`src/rtl/decode_pkg.sv`:
```
// rtl/decode_pkg.sv - opcodes, ALU classes, stall FSM states and control bundle for the decode stage
package decode_pkg;

    localparam logic [5:0] OP_RTYPE = 6'h00;
    localparam logic [5:0] OP_ADDI  = 6'h08;
    localparam logic [5:0] OP_LW    = 6'h23;
    localparam logic [5:0] OP_SW    = 6'h2B;
    localparam logic [5:0] OP_BEQ   = 6'h04;
    localparam logic [5:0] OP_J     = 6'h02;

    localparam logic [2:0] ALU_ADD   = 3'b000;
    localparam logic [2:0] ALU_SUB   = 3'b001;
    localparam logic [2:0] ALU_RTYPE = 3'b010;

    typedef enum logic {
        ST_RUN   = 1'b0,
        ST_STALL = 1'b1
    } state_e;

    typedef struct packed {
        logic [2:0] alu_op;
        logic       mem_read;
        logic       mem_write;
        logic       reg_write;
        logic       mem_to_reg;
        logic       alu_src;
        logic       branch;
        logic       jump;
    } ctrl_t;

    // Unknown opcodes fall through as a live NOP with every control low.
    function automatic ctrl_t decode_ctrl(input logic [5:0] opcode);
        ctrl_t c;
        c = '0;
        case (opcode)
            OP_RTYPE: begin
                c.alu_op    = ALU_RTYPE;
                c.reg_write = 1'b1;
            end
            OP_ADDI: begin
                c.alu_op    = ALU_ADD;
                c.alu_src   = 1'b1;
                c.reg_write = 1'b1;
            end
            OP_LW: begin
                c.alu_op     = ALU_ADD;
                c.alu_src    = 1'b1;
                c.mem_read   = 1'b1;
                c.mem_to_reg = 1'b1;
                c.reg_write  = 1'b1;
            end
            OP_SW: begin
                c.alu_op    = ALU_ADD;
                c.alu_src   = 1'b1;
                c.mem_write = 1'b1;
            end
            OP_BEQ: begin
                c.alu_op = ALU_SUB;
                c.branch = 1'b1;
            end
            OP_J: begin
                c.jump = 1'b1;
            end
            default: c = '0;
        endcase
        return c;
    endfunction

endpackage

```
`src/rtl/decode_stage_pipe_reg_file.sv`:
```
// rtl/decode_stage_pipe_reg_file.sv - register file, two async read ports and one clocked write port
module reg_file_p
    import decode_pkg::*;
#(
    parameter int XLEN     = 32,
    parameter int NREGS    = 32,
    parameter bit ZERO_REG = 1'b1,
    localparam int AW      = $clog2(NREGS)
) (
    input  logic            clk,
    input  logic            rst,
    input  logic            we,
    input  logic [AW-1:0]   waddr,
    input  logic [XLEN-1:0] wdata,
    input  logic [AW-1:0]   raddr_a,
    output logic [XLEN-1:0] rdata_a,
    input  logic [AW-1:0]   raddr_b,
    output logic [XLEN-1:0] rdata_b
);

    logic [XLEN-1:0] mem_q [NREGS];
    logic [XLEN-1:0] mem_d [NREGS];

    always_comb begin
        mem_d = mem_q;
        if (we && !(ZERO_REG && (waddr == '0))) begin
            mem_d[waddr] = wdata;
        end
    end

    always_ff @(posedge clk or negedge rst) begin
        if (!rst) begin
            for (int i = 0; i < NREGS; i++) begin
                mem_q[i] <= '0;
            end
        end else begin
            mem_q <= mem_d;
        end
    end

    // A same-cycle write is not visible here; the array only changes on the edge.
    assign rdata_a = (ZERO_REG && (raddr_a == '0)) ? '0 : mem_q[raddr_a];
    assign rdata_b = (ZERO_REG && (raddr_b == '0)) ? '0 : mem_q[raddr_b];

endmodule

```
`src/rtl/decode_stage_pipe.sv`:
```
// rtl/decode_stage_pipe.sv - MIPS-subset decode stage with ID/EX register; DECODE_WB_BYPASS_EN adds write-back bypass
module decode_stage_pipe
    import decode_pkg::*;
#(
    parameter int XLEN     = 32,
    parameter int NREGS    = 32,
    parameter bit ZERO_REG = 1'b1,
    localparam int AW      = $clog2(NREGS)
) (
    input  logic            clk,
    input  logic            rst,
    input  logic            if_valid,
    input  logic [31:0]     if_instr,
    input  logic [XLEN-1:0] if_pc,
    output logic            id_ready,
    input  logic            flush,
    input  logic            ex_ready,
    input  logic            wb_we,
    input  logic [AW-1:0]   wb_addr,
    input  logic [XLEN-1:0] wb_data,
    output logic            ex_valid,
    output logic [XLEN-1:0] ex_pc,
    output logic [XLEN-1:0] ex_rs_data,
    output logic [XLEN-1:0] ex_rt_data,
    output logic [XLEN-1:0] ex_imm,
    output logic [XLEN-1:0] ex_jtarget,
    output logic [AW-1:0]   ex_dst,
    output logic [AW-1:0]   ex_rs,
    output logic [AW-1:0]   ex_rt,
    output logic [2:0]      ex_alu_op,
    output logic [5:0]      ex_func,
    output logic            ex_mem_read,
    output logic            ex_mem_write,
    output logic            ex_reg_write,
    output logic            ex_mem_to_reg,
    output logic            ex_alu_src,
    output logic            ex_branch,
    output logic            ex_jump
);

    typedef struct packed {
        logic            valid;
        logic [XLEN-1:0] pc;
        logic [XLEN-1:0] rs_data;
        logic [XLEN-1:0] rt_data;
        logic [XLEN-1:0] imm;
        logic [XLEN-1:0] jtarget;
        logic [AW-1:0]   dst;
        logic [AW-1:0]   rs;
        logic [AW-1:0]   rt;
        logic [5:0]      func;
        ctrl_t           ctrl;
    } idex_t;

    idex_t  idex_q, idex_d, fetched;
    state_e state_q, state_d;

    logic [5:0]      opcode;
    logic [AW-1:0]   rs_idx, rt_idx, rd_idx;
    logic [XLEN-1:0] rf_rs, rf_rt, rs_val, rt_val, pc4;
    logic            adv, hz, accept;

    assign opcode = if_instr[31:26];
    assign rs_idx = if_instr[21 +: AW];
    assign rt_idx = if_instr[16 +: AW];
    assign rd_idx = if_instr[11 +: AW];

    reg_file_p #(
        .XLEN    (XLEN),
        .NREGS   (NREGS),
        .ZERO_REG(ZERO_REG)
    ) u_reg_file (
        .clk    (clk),
        .rst    (rst),
        .we     (wb_we),
        .waddr  (wb_addr),
        .wdata  (wb_data),
        .raddr_a(rs_idx),
        .rdata_a(rf_rs),
        .raddr_b(rt_idx),
        .rdata_b(rf_rt)
    );

`ifdef DECODE_WB_BYPASS_EN
    always_comb begin
        rs_val = rf_rs;
        rt_val = rf_rt;
        if (wb_we && (wb_addr == rs_idx) && !(ZERO_REG && (rs_idx == '0))) rs_val = wb_data;
        if (wb_we && (wb_addr == rt_idx) && !(ZERO_REG && (rt_idx == '0))) rt_val = wb_data;
    end
`else
    assign rs_val = rf_rs;
    assign rt_val = rf_rt;
`endif

    assign adv = ex_ready | ~idex_q.valid;
    assign hz  = if_valid & idex_q.valid & idex_q.ctrl.mem_read & idex_q.ctrl.reg_write
               & ((idex_q.dst == rs_idx) | (idex_q.dst == rt_idx))
               & ~(ZERO_REG & (idex_q.dst == '0));

    always_ff @(posedge clk or negedge rst) begin
        if (!rst) begin
            state_q <= ST_RUN;
        end else begin
            state_q <= state_d;
        end
    end

    always_comb begin
        state_d = state_q;
        case (state_q)
            ST_RUN:   if (hz && adv) state_d = ST_STALL;
            ST_STALL: state_d = ST_RUN;
            default:  state_d = ST_RUN;
        endcase
        if (flush) state_d = ST_RUN;
    end

    // The bubble loaded on entry to STALL empties ID/EX, so the retry is always taken.
    always_comb begin
        id_ready = 1'b0;
        if (!flush) begin
            id_ready = (state_q == ST_STALL) ? 1'b1 : (adv & ~hz);
        end
    end

    assign accept = if_valid & id_ready;
    assign pc4    = if_pc + XLEN'(4);

    always_comb begin
        fetched         = '0;
        fetched.valid   = 1'b1;
        fetched.pc      = if_pc;
        fetched.rs_data = rs_val;
        fetched.rt_data = rt_val;
        fetched.imm     = {{(XLEN-16){if_instr[15]}}, if_instr[15:0]};
        fetched.jtarget = (pc4 & ~XLEN'(32'h0FFF_FFFF)) | XLEN'({if_instr[25:0], 2'b00});
        fetched.dst     = (opcode == OP_RTYPE) ? rd_idx : rt_idx;
        fetched.rs      = rs_idx;
        fetched.rt      = rt_idx;
        fetched.func    = if_instr[5:0];
        fetched.ctrl    = decode_ctrl(opcode);
    end

    always_comb begin
        idex_d = idex_q;
        if (flush) begin
            idex_d = '0;
        end else if (adv) begin
            idex_d = accept ? fetched : '0;
        end
    end

    always_ff @(posedge clk or negedge rst) begin
        if (!rst) begin
            idex_q <= '0;
        end else begin
            idex_q <= idex_d;
        end
    end

    assign ex_valid      = idex_q.valid;
    assign ex_pc         = idex_q.pc;
    assign ex_rs_data    = idex_q.rs_data;
    assign ex_rt_data    = idex_q.rt_data;
    assign ex_imm        = idex_q.imm;
    assign ex_jtarget    = idex_q.jtarget;
    assign ex_dst        = idex_q.dst;
    assign ex_rs         = idex_q.rs;
    assign ex_rt         = idex_q.rt;
    assign ex_func       = idex_q.func;
    assign ex_alu_op     = idex_q.ctrl.alu_op;
    assign ex_mem_read   = idex_q.ctrl.mem_read;
    assign ex_mem_write  = idex_q.ctrl.mem_write;
    assign ex_reg_write  = idex_q.ctrl.reg_write;
    assign ex_mem_to_reg = idex_q.ctrl.mem_to_reg;
    assign ex_alu_src    = idex_q.ctrl.alu_src;
    assign ex_branch     = idex_q.ctrl.branch;
    assign ex_jump       = idex_q.ctrl.jump;

endmodule

```
`config.mk`:
```
export PLATFORM = sky130hd
export DESIGN_NAME = decode_stage_pipe
export DESIGN_NICKNAME = d
export VERILOG_FILES = /design/src/rtl/decode_pkg.sv /design/src/rtl/decode_stage_pipe_reg_file.sv /design/src/rtl/decode_stage_pipe.sv
export SDC_FILE = /design/constraint.sdc
export NUM_CORES = 2
export LEC_CHECK = 0
export CORE_MARGIN = 2
export CORE_UTILIZATION = 45
export CTS_BUF_LIST = sky130_fd_sc_hd__clkbuf_4
export DETAILED_ROUTE_END_ITERATION = 8
export HOLD_SLACK_MARGIN = 0.06
export PLACE_DENSITY = 0.72
export SLEW_MARGIN = 20
export SYNTH_ARGS = -nofsm -noshare
export SYNTH_HDL_FRONTEND = slang
export SYNTH_SLANG_ARGS = --single-unit
```
`constraint.sdc`:
```
create_clock -name clk -period 3.4 [get_ports clk]
set_clock_uncertainty 0.15 [all_clocks]
set_input_delay 0.34 -clock clk [delete_from_list [all_inputs] [get_ports clk]]
set_output_delay 0.34 -clock clk [all_outputs]
set_load 0.01 [all_outputs]
```
==> flow_metrics.env <==
export IMPL_status="finished, final reports clean"
export IMPL_crit_type="reg -> out"
export IMPL_powerDensity_mw_per_mm2=537
export IMPL_min_delay_start="wb_data[25]"
export IMPL_async_flop_share_pct=100
export IMPL_worstSetupStartpoint="ex_dst[1]"
export IMPL_crit_required_ns=2.91
export IMPL_tritoncts="built"
export IMPL_crit_chain="or4_4 -> o21ai_4 -> nor2_1 -> nor3_2 -> buf_2"
export IMPL_drc=0
export IMPL_period_minus_slack_ns=3.27
export IMPL_p_leak_nw=31.0
export IMPL_r2r_start="ex_dst[1]"
export IMPL_hold_class="in -> reg"
export IMPL_setup_viol=0
export IMPL_clock_sinks=1165
export IMPL_max_slew_margin_pct=24.3
export IMPL_row_count=134
export IMPL_routed_via_density=6.37
export IMPL_drt_pass1_iterations=5
export IMPL_slowest_delay_ns=0.56
export IMPL_finalWorstSetupSlack_ns=0.133
export IMPL_cap_violations=0
export IMPL_start_util_pct=45.3
export IMPL_grt_pass1_vias=44000
export IMPL_synth_area_mm2=0.0605
export IMPL_placed_cell_area_mm2=0.0653
export IMPL_cp_num_buf_inv=1
export IMPL_vias=42400
export IMPL_die_w_um=371
export IMPL_antenna_found_initial=6
export IMPL_core_mm2=0.133
export IMPL_grt_overflow=0
export IMPL_dieArea_mm2=0.137
export IMPL_grt_pass1_wl_um=288000
export IMPL_synth_avg_cell_area_um2=14.3
export IMPL_hold_viol_final=0
export IMPL_gp_congestion=0.835
export IMPL_place_hpwl_um=115000
export IMPL_power_w=0.0380
export IMPL_maxSlewViolCount=0
export IMPL_grt_max_degree=143
export IMPL_fillCellCount=11100
export IMPL_htreeDepth=5
export IMPL_max_freq_ghz=0.306
export IMPL_io_pins=300
export IMPL_root_buffer="clkbuf_4"
export IMPL_critical_path_top_delay_family="simple AND/OR/NAND/NOR gates"
export IMPL_ys_ff_latch=1165
export IMPL_dr_first_iter_drc_count=3928
export IMPL_clk_pin_slew_ns=0.07
export IMPL_timing_hold_ws_ns=0.163
export IMPL_pre_cts_slack_ns=0.498
export IMPL_die_height_um=371
export IMPL_yosysSeqAreaShare_pct=48.2
export IMPL_critPathMaxFanout=4
export IMPL_cts_inserted_buffers=324
export IMPL_clkLatencyLatePin_ns=1.29
export IMPL_cpMaxStageDelayCell="or4_4"
export IMPL_critPathCaptureType="output pin"
export IMPL_min_period_over_period_pct=96.1
export IMPL_drt_total_wl_um=193000
export IMPL_clockBufferDepth=4
export IMPL_wl_per_cell_um=29.1
export IMPL_start_kind="flip-flop"
export IMPL_synthCells=4241
export IMPL_grt_use_total_pct=28.2
export IMPL_synth_edf_count=0
export IMPL_yosysUniqueCellTypes=59
export IMPL_cp_data_arrival_time_ns=2.78
export IMPL_ys_flop_type="dfrtp_1"
export IMPL_ys_warn_count=0
export IMPL_fin_nets=4781
export IMPL_ir_drop_v=0.000339
export IMPL_syn2layout_area_growth_pct=16.9
export IMPL_io_buffers=296
export IMPL_drtAntennaViolNets=0
export IMPL_tightest_slew_ns=1.13
export IMPL_final_core_util_pct=53.0
export IMPL_drive_gt1_share_pct=43.5
export IMPL_final_cell_area_mm2=0.0707
## flip-flops by register name, summed over array words and instances, names as in the netlist, 2 cells and up
signal            cells
u_reg_file.mem_q   1024
ex_pc                32
ex_rs_data           32
ex_rt_data           32
ex_imm               16
ex_jtarget            6
ex_dst                5
ex_rs                 4
ex_rt                 4
ex_alu_op             2
## cell type report
class	count	area [um^2]	area share, %
Inverter	1	3.75	0.00531
Tap cell	1768	2210	3.13
Clock inverter	57	302	0.426
Timing Repair Buffer	644	6820	9.65
Clock buffer	475	3570	5.04
Antenna cell	9	22.5	0.0318
Sequential cell	1165	29200	41.2
Multi-Input combinational cell	2538	28600	40.5
## cells in the final DEF (no fill, tap or decap), types with 6 or more instances in the layout
master and n:
dfrtp_1 1161, mux2_2 990, clkbuf_4 475, mux2i_1 378, mux4_2 324, clkdlybuf4s50_1 273
dlygate4sd3_1 148, buf_4 130, a22o_1 121, nand2_1 80, buf_12 72, o22ai_1 67
a211oi_1 67, o221ai_1 62, a22oi_1 57, a221oi_1 56, o31ai_2 47, clkinv_1 46
o21ai_1 44, a31oi_1 31, o21ai_0 29, a21oi_1 27, nor2_4 15, xor2_1 14
buf_2 13, o31ai_1 12, nand2_2 11, diode_2 9, nand4_1 9, nor2_1 8
mux2_1 7, nor3_1 6, nand3_1 6
## kinds of logic (layout without fill, tap and decap cells)
kind of cell              Yosys count  count (layout)  synth area share [%]
other                               1              12               0.00620
AOI/OAI and AO/OA                 644             644                  8.35
DFF                              1165            1165                  48.2
buffers and inverters             540            1177                  4.91
xor gates and xnor gates           14              14                 0.203
and+or+nand+nor                   176             176                  1.40
muxes                            1701            1701                  36.9
## cell usage after synthesis, types with 14 or more instances
cell type	number	area share (%)
dfrtp_1	1165	48
mux2_2	990	18
mux2i_1	378	6.3
mux4_2	324	12
clkbuf_1	240	1.5
a22o_1	121	1.8
buf_2	120	0.99
buf_4	91	1.1
nand2_1	91	0.56
a211oi_1	67	0.83
o22ai_1	67	0.69
o221ai_1	62	0.90
a22oi_1	57	0.71
a221oi_1	56	0.81
o31ai_2	47	0.97
o21ai_1	44	0.36
buf_1	38	0.24
buf_6	36	0.67
a31oi_1	31	0.32
o21ai_0	29	0.24
a21oi_1	27	0.22
nor2_1	23	0.14
xor2_1	14	0.20
## stage by stage
| stage | setup TNS [ns] | instances |
|---|---|---|
| after floorplan | 0 | 4243 |
| after global placement | 0 | 5960 |
| after detailed placement | 0 | 5960 |
| after CTS | 0 | 6636 |
| after global routing | -0.0190 | 6657 |
| final | 0 | 6657 |
## metal layers
layer | GRT usage (%) | vias to the layer above | wire length [um]
met3 | 7.25 | 468 | 16500
li1 | - | 17400 | -
met5 | 0 | - | 21
met1 | 37.0 | 22500 | 77300
met2 | 44.3 | 2077 | 92000
met4 | 12.1 | 4 | 7590
## path summary, 6_finish.rpt
check | slack [ns] | end | cells after the start
worst min-delay path | 0.16 | u_reg_file.mem_q[889] | 3
worst max-delay path | 0.13 | id_ready | 5
min in group asynchronous | 0.64 | u_reg_file.mem_q[160] | 5
max in group asynchronous | 1.33 | u_reg_file.mem_q[200] | 6
worst max register to register | 0.50 | ex_reg_write | 6
worst min register to register | 0.24 | u_reg_file.mem_q[995] | 0
## where the power goes
group | leakage [nW] | total (W) | switching, W | internal (W)
Clock | 2.33 | 0.0125 | 0.00594 | 0.00656
Sequential | 15.0 | 0.0181 | 0.00181 | 0.0163
Combinational | 13.6 | 0.00743 | 0.00309 | 0.00433
## timing repair
action | 4_1_cts | 5_1_grt
hold buffers | 141 | 9
endpoints found under the setup margin | 1 | 2
endpoints found under the hold margin | 1377 | 279
gates resized for setup | 8 | 2
pin swaps | 2 | 1
buffers inserted | 3 | 4
## worst register-to-register path, cell delays in order, from the launching register on
cell,delay (ns)
dfrtp_2,0.44
or4_4,0.56
o21ai_4,0.17
buf_4,0.16
o211a_2,0.34
dlygate4sd3_1,0.79
a32o_1,0.25
(Power assumes the default switching activity.)
